### src/rtl/simp_isa_pkg.sv
// SIMP ISA definitions shared by the decode stage: opcode encodings,
// decoded class codes, register-select names and the pure opcode decoder.
package simp_isa_pkg;

  // Major opcode encodings (top nibble of the instruction word)
  localparam logic [3:0] OPC_ADD       = 4'b1000;
  localparam logic [3:0] OPC_SHIFT_ROT = 4'b1010;
  localparam logic [3:0] OPC_NANDI     = 4'b1011;
  localparam logic [3:0] OPC_ORI       = 4'b1100;
  localparam logic [3:0] OPC_XORI      = 4'b1101;
  localparam logic [3:0] OPC_LES       = 4'b1110;
  localparam logic [3:0] OPC_LEQ       = 4'b1111;
  localparam logic [3:0] OPC_IGET      = 4'b0100;
  localparam logic [3:0] OPC_MGET      = 4'b0010;
  localparam logic [3:0] OPC_POP       = 4'b0001;
  localparam logic [3:0] OPC_HI        = 4'b0110;
  localparam logic [3:0] OPC_LO        = 4'b0111;

  // Sub-field value that turns the 0001 group into POP_R
  localparam logic [1:0] SUB_POP_R     = 2'b10;

  // Decoded instruction class; CLS_NONE marks an illegal word
  typedef enum logic [3:0] {
    CLS_NONE      = 4'd0,
    CLS_ADD       = 4'd1,
    CLS_SHIFT_ROT = 4'd2,
    CLS_NANDI     = 4'd3,
    CLS_ORI       = 4'd4,
    CLS_XORI      = 4'd5,
    CLS_LES       = 4'd6,
    CLS_LEQ       = 4'd7,
    CLS_IGET      = 4'd8,
    CLS_MGET      = 4'd9,
    CLS_POP_R     = 4'd10,
    CLS_HI_LO     = 4'd11
  } cls_e;

  // Register selector carried in the low two bits
  typedef enum logic [1:0] {
    RSEL_A = 2'd0,
    RSEL_B = 2'd1,
    RSEL_V = 2'd2,
    RSEL_X = 2'd3
  } rsel_e;

  // Map opcode/sub-field to the instruction class
  function automatic cls_e decode_cls(input logic [3:0] opcode, input logic [1:0] sub);
    cls_e cls;
    cls = CLS_NONE;
    case (opcode)
      OPC_ADD:       cls = CLS_ADD;
      OPC_SHIFT_ROT: cls = CLS_SHIFT_ROT;
      OPC_NANDI:     cls = CLS_NANDI;
      OPC_ORI:       cls = CLS_ORI;
      OPC_XORI:      cls = CLS_XORI;
      OPC_LES:       cls = CLS_LES;
      OPC_LEQ:       cls = CLS_LEQ;
      OPC_IGET:      cls = CLS_IGET;
      OPC_MGET:      cls = CLS_MGET;
      OPC_POP: begin
        if (sub == SUB_POP_R) begin
          cls = CLS_POP_R;
        end else begin
          cls = CLS_NONE;
        end
      end
      OPC_HI, OPC_LO: cls = CLS_HI_LO;
      default:       cls = CLS_NONE;
    endcase
    return cls;
  endfunction

  // One-hot {X,V,B,A} destination; only register-loading classes name one
  function automatic logic [3:0] dest_onehot(input cls_e cls, input rsel_e rsel);
    logic [3:0] set;
    if ((cls == CLS_MGET) || (cls == CLS_POP_R)) begin
      set = 4'b0001 << rsel;
    end else begin
      set = 4'b0000;
    end
    return set;
  endfunction

endpackage

### src/rtl/instr_fifo.sv
// Prefetch FIFO for the decode stage. Pointers carry one extra wrap bit so
// full and empty are distinguishable without a separate counter register.
// A push is refused while full even if a pop happens in the same cycle;
// flush empties the FIFO and overrides any push/pop in that cycle.
module instr_fifo #(
  parameter int W     = 8,
  parameter int DEPTH = 4
) (
  input  logic                     clk,
  input  logic                     rst_n,
  input  logic                     flush,
  input  logic                     push,
  input  logic                     pop,
  input  logic [W-1:0]             wdata,
  output logic [W-1:0]             rdata,
  output logic                     full,
  output logic                     empty,
  output logic [$clog2(DEPTH):0]   count
);

  localparam int AW = $clog2(DEPTH);

  logic [AW:0]  wr_ptr_q;
  logic [AW:0]  wr_ptr_d;
  logic [AW:0]  rd_ptr_q;
  logic [AW:0]  rd_ptr_d;
  logic [W-1:0] mem_q [DEPTH];
  logic         full_s;
  logic         empty_s;
  logic         do_push_s;
  logic         do_pop_s;

  assign empty_s   = (wr_ptr_q == rd_ptr_q);
  assign full_s    = (wr_ptr_q[AW] != rd_ptr_q[AW]) && (wr_ptr_q[AW-1:0] == rd_ptr_q[AW-1:0]);
  assign do_push_s = push & ~full_s & ~flush;
  assign do_pop_s  = pop & ~empty_s & ~flush;

  assign full  = full_s;
  assign empty = empty_s;
  assign count = wr_ptr_q - rd_ptr_q;
  assign rdata = mem_q[rd_ptr_q[AW-1:0]];

  // Next pointer values: flush clears, otherwise advance on accepted push/pop
  always_comb begin
    wr_ptr_d = wr_ptr_q;
    rd_ptr_d = rd_ptr_q;
    if (flush) begin
      wr_ptr_d = '0;
      rd_ptr_d = '0;
    end else begin
      if (do_push_s) begin
        wr_ptr_d = wr_ptr_q + {{AW{1'b0}}, 1'b1};
      end else begin
        wr_ptr_d = wr_ptr_q;
      end
      if (do_pop_s) begin
        rd_ptr_d = rd_ptr_q + {{AW{1'b0}}, 1'b1};
      end else begin
        rd_ptr_d = rd_ptr_q;
      end
    end
  end

  // Pointer registers, cleared asynchronously
  always_ff @(posedge clk or negedge rst_n) begin
    if (!rst_n) begin
      wr_ptr_q <= '0;
      rd_ptr_q <= '0;
    end else begin
      wr_ptr_q <= wr_ptr_d;
      rd_ptr_q <= rd_ptr_d;
    end
  end

  // Storage array; contents are only observed while the entry is valid
  always_ff @(posedge clk) begin
    if (do_push_s) begin
      mem_q[wr_ptr_q[AW-1:0]] <= wdata;
    end
  end

endmodule

### src/rtl/instr_decode_stage.sv
// Buffered SIMP decode stage: fetch words enter a prefetch FIFO over
// valid/ready and the head word is decoded into a registered output slot
// handed to execute over valid/ready.
// Optional build macro ILLEGAL_TRAP_EN: when defined, accepting a CLS_NONE
// word sets a sticky trap that stops the output slot from loading and the
// FIFO from popping until flush or reset. When undefined, illegal words
// pass through as CLS_NONE and trap is tied low.
module instr_decode_stage
  import simp_isa_pkg::*;
#(
  parameter int INSTR_W = 8,
  parameter int DEPTH   = 4
) (
  input  logic                    clk,
  input  logic                    rst_n,
  input  logic                    flush,
  input  logic                    in_valid,
  output logic                    in_ready,
  input  logic [INSTR_W-1:0]      in_instr,
  output logic                    out_valid,
  input  logic                    out_ready,
  output logic [3:0]              out_cls,
  output logic [3:0]              out_set,
  output logic                    out_les_leq,
  output logic [INSTR_W-5:0]      out_imm,
  output logic [INSTR_W-1:0]      out_instr,
  output logic [$clog2(DEPTH):0]  fifo_count,
  output logic                    trap
);

  logic [INSTR_W-1:0] head_s;
  logic               fifo_full_s;
  logic               fifo_empty_s;
  logic               load_s;
  logic               accept_s;
  logic               illegal_accept_s;
  logic               halt_s;
  cls_e               head_cls_s;

  logic               out_valid_q;
  logic               out_valid_d;
  cls_e               out_cls_q;
  cls_e               out_cls_d;
  logic [3:0]         out_set_q;
  logic [3:0]         out_set_d;
  logic               out_les_leq_q;
  logic               out_les_leq_d;
  logic [INSTR_W-5:0] out_imm_q;
  logic [INSTR_W-5:0] out_imm_d;
  logic [INSTR_W-1:0] out_instr_q;
  logic [INSTR_W-1:0] out_instr_d;

  instr_fifo #(
    .W     (INSTR_W),
    .DEPTH (DEPTH)
  ) u_fifo (
    .clk   (clk),
    .rst_n (rst_n),
    .flush (flush),
    .push  (in_valid),
    .pop   (load_s),
    .wdata (in_instr),
    .rdata (head_s),
    .full  (fifo_full_s),
    .empty (fifo_empty_s),
    .count (fifo_count)
  );

  assign in_ready   = ~fifo_full_s;
  assign accept_s   = out_valid_q & out_ready;
  assign head_cls_s = decode_cls(head_s[INSTR_W-1 -: 4], head_s[INSTR_W-5 -: 2]);

`ifdef ILLEGAL_TRAP_EN
  logic trap_q;
  logic trap_d;

  // An illegal word leaving the slot arms the trap in the same cycle
  assign illegal_accept_s = accept_s & (out_cls_q == CLS_NONE);
  assign halt_s           = trap_q;
  assign trap             = trap_q;

  // Sticky trap: set on illegal accept, cleared only by flush
  always_comb begin
    trap_d = trap_q;
    if (flush) begin
      trap_d = 1'b0;
    end else if (illegal_accept_s) begin
      trap_d = 1'b1;
    end else begin
      trap_d = trap_q;
    end
  end

  // Trap register
  always_ff @(posedge clk or negedge rst_n) begin
    if (!rst_n) begin
      trap_q <= 1'b0;
    end else begin
      trap_q <= trap_d;
    end
  end
`else
  assign illegal_accept_s = 1'b0;
  assign halt_s           = 1'b0;
  assign trap             = 1'b0;
`endif

  // The slot refills from the FIFO head when it is empty or being consumed;
  // flush and a pending trap both block the refill (and hence the pop)
  assign load_s = ~fifo_empty_s & (~out_valid_q | out_ready) & ~halt_s
                  & ~illegal_accept_s & ~flush;

  // Output slot next state: clear on flush, load decoded head, drop valid on accept
  always_comb begin
    out_valid_d   = out_valid_q;
    out_cls_d     = out_cls_q;
    out_set_d     = out_set_q;
    out_les_leq_d = out_les_leq_q;
    out_imm_d     = out_imm_q;
    out_instr_d   = out_instr_q;
    if (flush) begin
      out_valid_d   = 1'b0;
      out_cls_d     = CLS_NONE;
      out_set_d     = 4'b0000;
      out_les_leq_d = 1'b0;
      out_imm_d     = '0;
      out_instr_d   = '0;
    end else if (load_s) begin
      out_valid_d   = 1'b1;
      out_cls_d     = head_cls_s;
      out_set_d     = dest_onehot(head_cls_s, rsel_e'(head_s[1:0]));
      out_les_leq_d = (head_cls_s == CLS_LES) || (head_cls_s == CLS_LEQ);
      out_imm_d     = head_s[INSTR_W-5:0];
      out_instr_d   = head_s;
    end else if (accept_s) begin
      out_valid_d   = 1'b0;
    end else begin
      out_valid_d   = out_valid_q;
    end
  end

  // Output slot registers, cleared asynchronously
  always_ff @(posedge clk or negedge rst_n) begin
    if (!rst_n) begin
      out_valid_q   <= 1'b0;
      out_cls_q     <= CLS_NONE;
      out_set_q     <= 4'b0000;
      out_les_leq_q <= 1'b0;
      out_imm_q     <= '0;
      out_instr_q   <= '0;
    end else begin
      out_valid_q   <= out_valid_d;
      out_cls_q     <= out_cls_d;
      out_set_q     <= out_set_d;
      out_les_leq_q <= out_les_leq_d;
      out_imm_q     <= out_imm_d;
      out_instr_q   <= out_instr_d;
    end
  end

  assign out_valid   = out_valid_q;
  assign out_cls     = out_cls_q;
  assign out_set     = out_set_q;
  assign out_les_leq = out_les_leq_q;
  assign out_imm     = out_imm_q;
  assign out_instr   = out_instr_q;

endmodule

### config.mk
export PLATFORM = sky130hd
export DESIGN_NAME = instr_decode_stage
export DESIGN_NICKNAME = d
export VERILOG_FILES = /design/src/rtl/simp_isa_pkg.sv /design/src/rtl/instr_fifo.sv /design/src/rtl/instr_decode_stage.sv
export SDC_FILE = /design/constraint.sdc
export NUM_CORES = 1
export LEC_CHECK = 0
export ABC_AREA = 1
export CORE_UTILIZATION = 48
export CTS_CLUSTER_DIAMETER = 100
export DETAILED_ROUTE_END_ITERATION = 10
export PLACE_DENSITY = 0.75
export SETUP_SLACK_MARGIN = 0.02
export SLEW_MARGIN = 40
export SYNTH_ARGS = -nofsm -noshare
export SYNTH_HDL_FRONTEND = slang
export SYNTH_SLANG_ARGS = --single-unit
### constraint.sdc
create_clock -name clk -period 2.3 [get_ports clk]
set_clock_uncertainty 0.05 [all_clocks]
set_input_delay 0.345 -clock clk [delete_from_list [all_inputs] [get_ports clk]]
set_output_delay 0.345 -clock clk [all_outputs]
set_load 0.02 [all_outputs]
# == Yosys cells after proc, flatten, opt, wreduce, memory -nomap -nowiden ==
# Memories as Yosys holds them, arrays and structs flattened.
# Cells that the tools add are included.
# Widths: inputs -> output; s select.
# totals
elab_cells,75
ram_bits,32
output_inout_bits,27
reg_bits,28
inputBits,13
memories,1
# classes
muxes,22
add_sub_neg,3
shift,1
n_bitwise,12
n_reduce_logical,8
eq_ne,20
# memory_table
memory,words,width,read_ports,rd_ports_with_merged_regs,write_ports,line_no,source
u_fifo.mem_q,4,8,1,0,1,instr_fifo.sv:27,logic [W-1:0] mem_q [DEPTH];
# op_table
op,n
$pmux 4 s11,1
$eq 4x4->1 const B,9
$mux 4,8
$eq 4x3->1 const B,5
$mux 8,2
$mux 3,4
$and 1x1->1,7
$mux 1,7
$add 3x1->3 const B,2
$reduce_bool 2->1,3
$eq 4x1->1 const B,1
$eq 4x2->1 const B,1
$not 1->1,4
$shl 1x2->4 const A,1
$eq 3x3->1,1
$reduce_bool 3->1,1
$sub 3x3->3,1
$eq 2x2->1,1
$eq 2x2->1 const B,1
$logic_or 1x1->1,2
$reduce_or 2->1,1
$logic_and 1x1->1,1
$ne 1x1->1,1
$or 1x1->1,1

# == Depth between registers and ports, before layout ==
# An unclocked memory read counts as a cell.
# depth
ltp_word,9
ltp_mapped,13
mapped_depth_nobuf,12

# == By module ==
# A second synthesis with hierarchy kept.
# unflattened
hier_cells,258
hier_area_um2,2618.8
# modules_own_cells
module,n_inst,cells_per_inst,area_per_inst_um2,seq_area_each_um2
instr_fifo,1,148,1722.9,1111.1
instr_decode_stage,1,110,895.9,450.4

# == Worst setup path after synthesis ==
# OpenSTA, ideal clock, no wires.
# synth_path
path_type,flip-flop to flip-flop
startpoint,reg u_fifo.rd_ptr_q[1]
endpoint,"mem u_fifo.mem_q[2][0], enable pin"
path_buffers,2
setup_slack_ps,-135
required_time_ps,1879
period_less_slack_ps,2435
setup_ps,371
path_stages_with_launch,10
t_arrival_ps,2014
path_cell_list,dfrtp_1 buf_4 inv_1 buf_4 ha_1 nand3b_1 nand2_1 nor2_1 inv_1 nor2_1
# synth_via
elab_chain_len,7
# synth_lines
item,line_no,source
"start, declared",instr_fifo.sv:25,logic [AW:0] rd_ptr_q;
"start signal, assigned",instr_fifo.sv:71,rd_ptr_q <= rd_ptr_d;
$eq 2x2->1,instr_fifo.sv:34,assign full_s = (wr_ptr_q[AW] != rd_ptr_q[AW]) && (wr_ptr_q[AW-1:0] == rd_ptr_q[AW-1:0]);
$logic_and 1x1->1,instr_fifo.sv:34,
$not 1->1,--,
via in_ready,instr_decode_stage.sv:18,"output logic in_ready,"
$and 1x1->1 (2 in series),instr_fifo.sv:35,assign do_push_s = push & ~full_s & ~flush;
$mux 1,instr_fifo.sv:77,if (do_push_s) begin
$mux 1 (not written as such),instr_fifo.sv:78,mem_q[wr_ptr_q[AW-1:0]] <= wdata;
"end, declared",instr_fifo.sv:27,
# The timed path passes the listed nets, and every way through them passes these cells.

# == Final worst setup path ==
# layout_path
startpoint,reg u_fifo.wr_ptr_q[0]
endpoint,out fifo_count[0]
# layout_via
elab_chain_len,1
# layout_lines
item,line_no,source
"start, declared",instr_fifo.sv:23,logic [AW:0] wr_ptr_q;
"start signal, assigned",instr_fifo.sv:70,wr_ptr_q <= wr_ptr_d;
$sub 3x3->3,instr_fifo.sv:40,assign count = wr_ptr_q - rd_ptr_q;
"end, declared",instr_decode_stage.sv:27,"output logic [$clog2(DEPTH):0] fifo_count,"
# No other way between the ends.

==> report_table.html <==
<table>
<tr><th>Metric</th><th>Value</th></tr>
<tr><th colspan="2">Status</th></tr>
<tr><td>Status</td><td>finished, final reports clean</td></tr>
<tr><th colspan="2">Critical path</th></tr>
<tr><td>Worst R2R Setup Slack</td><td>~0.28 ns</td></tr>
<tr><td>Highest net fanout along the worst path</td><td>5</td></tr>
<tr><td>Data arrival time at the worst-slack endpoint</td><td>roughly 1.8 ns</td></tr>
<tr><td>Slowest stage cell on the critical path</td><td>sky130_fd_sc_hd__clkdlybuf4s50_1</td></tr>
<tr><td>Kind of capture point of the worst setup path</td><td>output port</td></tr>
<tr><td>Most common cell on crit path</td><td>sky130_fd_sc_hd__inv_1</td></tr>
<tr><td>Chain of cells forming the critical path</td><td>inv_1 -&gt; ha_1 -&gt; inv_1 -&gt; clkdlybuf4s50_1</td></tr>
<tr><td>Launching element type of the critical path</td><td>flip-flop</td></tr>
<tr><td>Setup CP Type</td><td>reg2out</td></tr>
<tr><td>Data required time of the critical path</td><td>between 1.5 and 2 ns</td></tr>
<tr><td>Largest stage delay on the critical path</td><td>0.60 ns</td></tr>
<tr><th colspan="2">Drt</th></tr>
<tr><td>Count of vias placed by the detailed router</td><td>~1,800</td></tr>
<tr><td>Number of search-and-repair iterations in the first detailed-routing pass</td><td>4</td></tr>
<tr><td>1st-iter DRT viols</td><td>86</td></tr>
<tr><td>Wire length per cell after detailed routing</td><td>12.3 um</td></tr>
<tr><td>ANT nets after route</td><td>0</td></tr>
<tr><td>DRC violations left</td><td>0</td></tr>
<tr><td>Vias per inst</td><td>4.76</td></tr>
<tr><td>Detailed-route wire length</td><td>~4600 um</td></tr>
<tr><th colspan="2">Timing</th></tr>
<tr><td>Unrepaired setup endpoints after global routing</td><td>no</td></tr>
<tr><td>Share of the clock period used by the worst path after layout</td><td>between 90% and 100%</td></tr>
<tr><td>Final Critical Period</td><td>~2.2 ns</td></tr>
<tr><td>Hold Vio Cnt, Final</td><td>0</td></tr>
<tr><td>Final Setup Violations</td><td>0</td></tr>
<tr><td>Setup TNS after final layout</td><td>0 ns</td></tr>
<tr><td>Highest attainable clock frequency</td><td>approximately 0.46 GHz</td></tr>
<tr><td>Final Max Slew Viols</td><td>0</td></tr>
<tr><th colspan="2">Logic synthesis</th></tr>
<tr><td>Main area contributors after synthesis</td><td>sky130_fd_sc_hd__edfxtp_1 37%, sky130_fd_sc_hd__dfrtp_1 23%, sky130_fd_sc_hd__nand2_1 12%</td></tr>
<tr><td>Register area share after synthesis</td><td>between 60% and 70%</td></tr>
<tr><td>Mean Syn Cell Area</td><td>about 9.8 um^2</td></tr>
<tr><td>Synth Register Bits</td><td>between 50 and 60</td></tr>
<tr><td>Count of cell types in the netlist</td><td>27</td></tr>
<tr><td>Most area-hungry cell type in the Yosys netlist</td><td>sky130_fd_sc_hd__edfxtp_1</td></tr>
<tr><td>Synth cell count leaders</td><td>85 x sky130_fd_sc_hd__nand2_1, 32 x sky130_fd_sc_hd__edfxtp_1, 24 x sky130_fd_sc_hd__dfrtp_1</td></tr>
<tr><td>Most instantiated library cell after synthesis</td><td>sky130_fd_sc_hd__nand2_1</td></tr>
<tr><td>Post-Syn Area</td><td>around 0.0026 mm^2</td></tr>
<tr><td>Fraction of post-synthesis cell area in the top cell type by area</td><td>37.4%</td></tr>
<tr><td>Most common flop cell mapped by yosys</td><td>sky130_fd_sc_hd__edfxtp_1</td></tr>
<tr><td>YS warnings</td><td>0</td></tr>
<tr><td>Count of flip-flops with a built-in enable after synthesis</td><td>32</td></tr>
<tr><td>Async S/R FF share, synth</td><td>~43%</td></tr>
<tr><td>Syn nets</td><td>282</td></tr>
<tr><td>Cells after Synth</td><td>261</td></tr>
<tr><th colspan="2">Clock network</th></tr>
<tr><td>Total number of H-tree levels</td><td>2</td></tr>
<tr><td>Largest buffer count on any clock path</td><td>2</td></tr>
<tr><td>Clock tree from TritonCTS</td><td>done</td></tr>
<tr><td>Clock latency on the worst-skew pair</td><td>0.30 ns</td></tr>
<tr><td>CTS clock-pin slew for the worst setup and hold paths</td><td>around 0.090 ns</td></tr>
<tr><td>Number of sinks on the clock net</td><td>56</td></tr>
<tr><td>Number of CTS-inserted buffers</td><td>5</td></tr>
<tr><td>Root buffer cell</td><td>sky130_fd_sc_hd__clkbuf_8</td></tr>
<tr><th colspan="2">Placed design</th></tr>
<tr><td>Final HPWL from detailed placement</td><td>approximately 3300 um</td></tr>
<tr><td>Post-Place Cell Area</td><td>0.00303 mm^2</td></tr>
<tr><td>Total of buffers placed on input and output ports</td><td>38</td></tr>
<tr><td>GPL Wtd Cong</td><td>between 0.7 and 0.8</td></tr>
<tr><td>Number of placed instances, taps included</td><td>roughly 370</td></tr>
<tr><th colspan="2">Run</th></tr>
<tr><td>Number of max-cap violations</td><td>0</td></tr>
<tr><th colspan="2">GRT</th></tr>
<tr><td>Initial antenna violation count</td><td>0</td></tr>
<tr><td>Wire length of the first global-routing pass</td><td>roughly 7400 um</td></tr>
<tr><td>Pin count of the biggest net entering global routing</td><td>25</td></tr>
<tr><td>Total grt overflow</td><td>0</td></tr>
<tr><td>Vias in the first global route</td><td>1,661</td></tr>
<tr><td>Aggregate global-route resource usage</td><td>between 10% and 20%</td></tr>
<tr><th colspan="2">Power and ir drop</th></tr>
<tr><td>Net Switching</td><td>1.32 mW</td></tr>
<tr><td>Switching part of the total</td><td>a little under two fifths</td></tr>
<tr><td>Leakage power of the design</td><td>1.39 nW</td></tr>
<tr><td>Cell area power density</td><td>~1100 mW/mm^2</td></tr>
<tr><td>Internal Power</td><td>between 2 and 2.5 mW</td></tr>
<tr><td>Part of the power in combinational logic</td><td>44.1%</td></tr>
<tr><td>Portion of total power attributed to sequential cells</td><td>around 38%</td></tr>
<tr><td>Clk network pwr share</td><td>between 10% and 20%</td></tr>
<tr><td>Worst ir drop on vdd</td><td>roughly 0.56 mV</td></tr>
<tr><th colspan="2">Cells and area</th></tr>
<tr><td>Post-route cell area</td><td>~0.0031 mm^2</td></tr>
<tr><td>Antenna Cells</td><td>0</td></tr>
<tr><td>Fraction of layout cells with a size suffix above 1</td><td>~11%</td></tr>
<tr><td>Area growth syn-to-layout</td><td>21.9%</td></tr>
<tr><td>Final net count</td><td>between 300 and 400</td></tr>
<tr><td>Non-filler cells in the finished layout</td><td>approximately 380</td></tr>
<tr><th colspan="2">Floorplan</th></tr>
<tr><td>Die height</td><td>approximately 75 um</td></tr>
<tr><td>Placeable core region</td><td>between 0.005 and 0.006 mm^2</td></tr>
<tr><td>Die width</td><td>around 75 um</td></tr>
<tr><td>Io pins</td><td>40</td></tr>
<tr><td>Die ar.</td><td>between 0.005 and 0.006 mm^2</td></tr>
<tr><td>Starting Density</td><td>approximately half</td></tr>
<tr><td>Number of rows in the core area</td><td>26</td></tr>
<tr><th colspan="2">Min path</th></tr>
<tr><td>Worst hold-check path type</td><td>in2async</td></tr>
</table>
-- cells in the final DEF, fill, tap and decap left out, types with 2 or more instances in the layout --
| master | instances |
|---|---|
| sky130_fd_sc_hd__clkdlybuf4s50_1 | 35 |
| sky130_fd_sc_hd__dfrtp_1 | 24 |
| sky130_fd_sc_hd__ha_1 | 7 |
| sky130_fd_sc_hd__nand2_2 | 8 |
| sky130_fd_sc_hd__nand3b_1 | 2 |
| sky130_fd_sc_hd__o21ai_0 | 17 |
| sky130_fd_sc_hd__o211ai_1 | 2 |
| sky130_fd_sc_hd__nand2_1 | 85 |
| sky130_fd_sc_hd__clkbuf_2 | 2 |
| sky130_fd_sc_hd__nor2_2 | 6 |
| sky130_fd_sc_hd__edfxtp_1 | 32 |
| sky130_fd_sc_hd__nand3_1 | 16 |
| sky130_fd_sc_hd__xnor2_1 | 2 |
| sky130_fd_sc_hd__inv_1 | 23 |
| sky130_fd_sc_hd__buf_4 | 9 |
| sky130_fd_sc_hd__nor2_1 | 15 |
| sky130_fd_sc_hd__clkbuf_8 | 5 |
-- cells by family after synthesis --
group           count (synthesis)  share of synthesized area [%]
fa+ha+maj                       8                           4.19
buf+inv                        36                           6.92
compound gates                 23                           5.02
xor+xnor                        2                          0.683
simple gates                  135                           22.2
other cells                     1                          0.146
flops                          56                           60.8
-- power groups by stage --
stage	logic, mW	clock network, mW	registers, mW
final	1.52	0.622	1.30
after global routing	1.69	0.671	1.32
after CTS	1.53	0.639	1.30
after detailed placement	1.55	0	1.32
after global placement	1.52	0	1.32
after floorplan	0.897	0	1.45
-- critical path: cells and delay by family, from the launching register on --
family / cells / cell delay, ns
flops: 1 / 0.41
buf+inv: 3 / 0.80
fa+ha+maj: 1 / 0.28
-- registers in the layout (all words and copies together) (netlist names) --
| register | count |
|---|---|
| out_les_leq | 1 |
| u_fifo.mem_q | 32 |
| out_set | 4 |
| out_imm | 3 |
| out_valid | 1 |
| u_fifo.rd_ptr_q | 3 |
| out_instr | 5 |
| u_fifo.wr_ptr_q | 3 |
| out_cls | 4 |
-- layer usage --
layer | wire, um | vias up | GRT usage [%]
li1 | - | 921 | -
met2 | 2180 | 46 | 31.5
met1 | 2160 | 811 | 22.6
met5 | 0 | - | 0
met4 | 67 | 0 | 6.71
met3 | 210 | 6 | 4.42
-- metrics by stage --
stage	hold slack (ns)	setup WS (ns)	total power, mW	util, %
5_1_grt	0.387	0.0318	3.68	60.9
6_report	0.338	0.121	3.44	60.9
3_3_place_gp	0.405	0.126	2.83	58.9
4_1_cts	0.345	0.0254	3.48	61.0
3_5_place_dp	0.416	0.0950	2.87	58.9
2_1_floorplan	-0.000591	-0.0158	2.35	-
-- path summary, 6_finish.rpt --
check	from	end	cells after the start
max	u_fifo.wr_ptr_q[0]$_DFFE_PN0P_	fifo_count[0]	4
min	rst_n	out_cls[2]$_DFFE_PN0P_	2
max reg2reg	u_fifo.wr_ptr_q[0]$_DFFE_PN0P_	u_fifo.mem_q[3][6]$_DFFE_PP_	8
min reg2reg	out_les_leq$_DFFE_PN0P_	out_les_leq$_DFFE_PN0P_	2
max in group asynchronous	rst_n	u_fifo.rd_ptr_q[0]$_DFFE_PN0P_	2
min in group clk	out_les_leq$_DFFE_PN0P_	out_les_leq$_DFFE_PN0P_	2
-- layout make-up --
type	instances	area, um^2
inverter	25	93.8
multi-input combinational	169	837
clock inverter	2	35.0
tap	70	87.6
sequential	56	1560
timing repair buffer	47	440
clock buffer	6	72.6
fill	470	2010
-- repair_timing --
action / CTS / global route
hold buffers: 0 / 0
resized for setup: 2 / 5
buffers inserted: 0 / 0
endpoints found under the hold margin: 0 / 0
endpoints found under the setup margin: 2 / 3
Note: power is estimated with default switching activity, not from simulation.
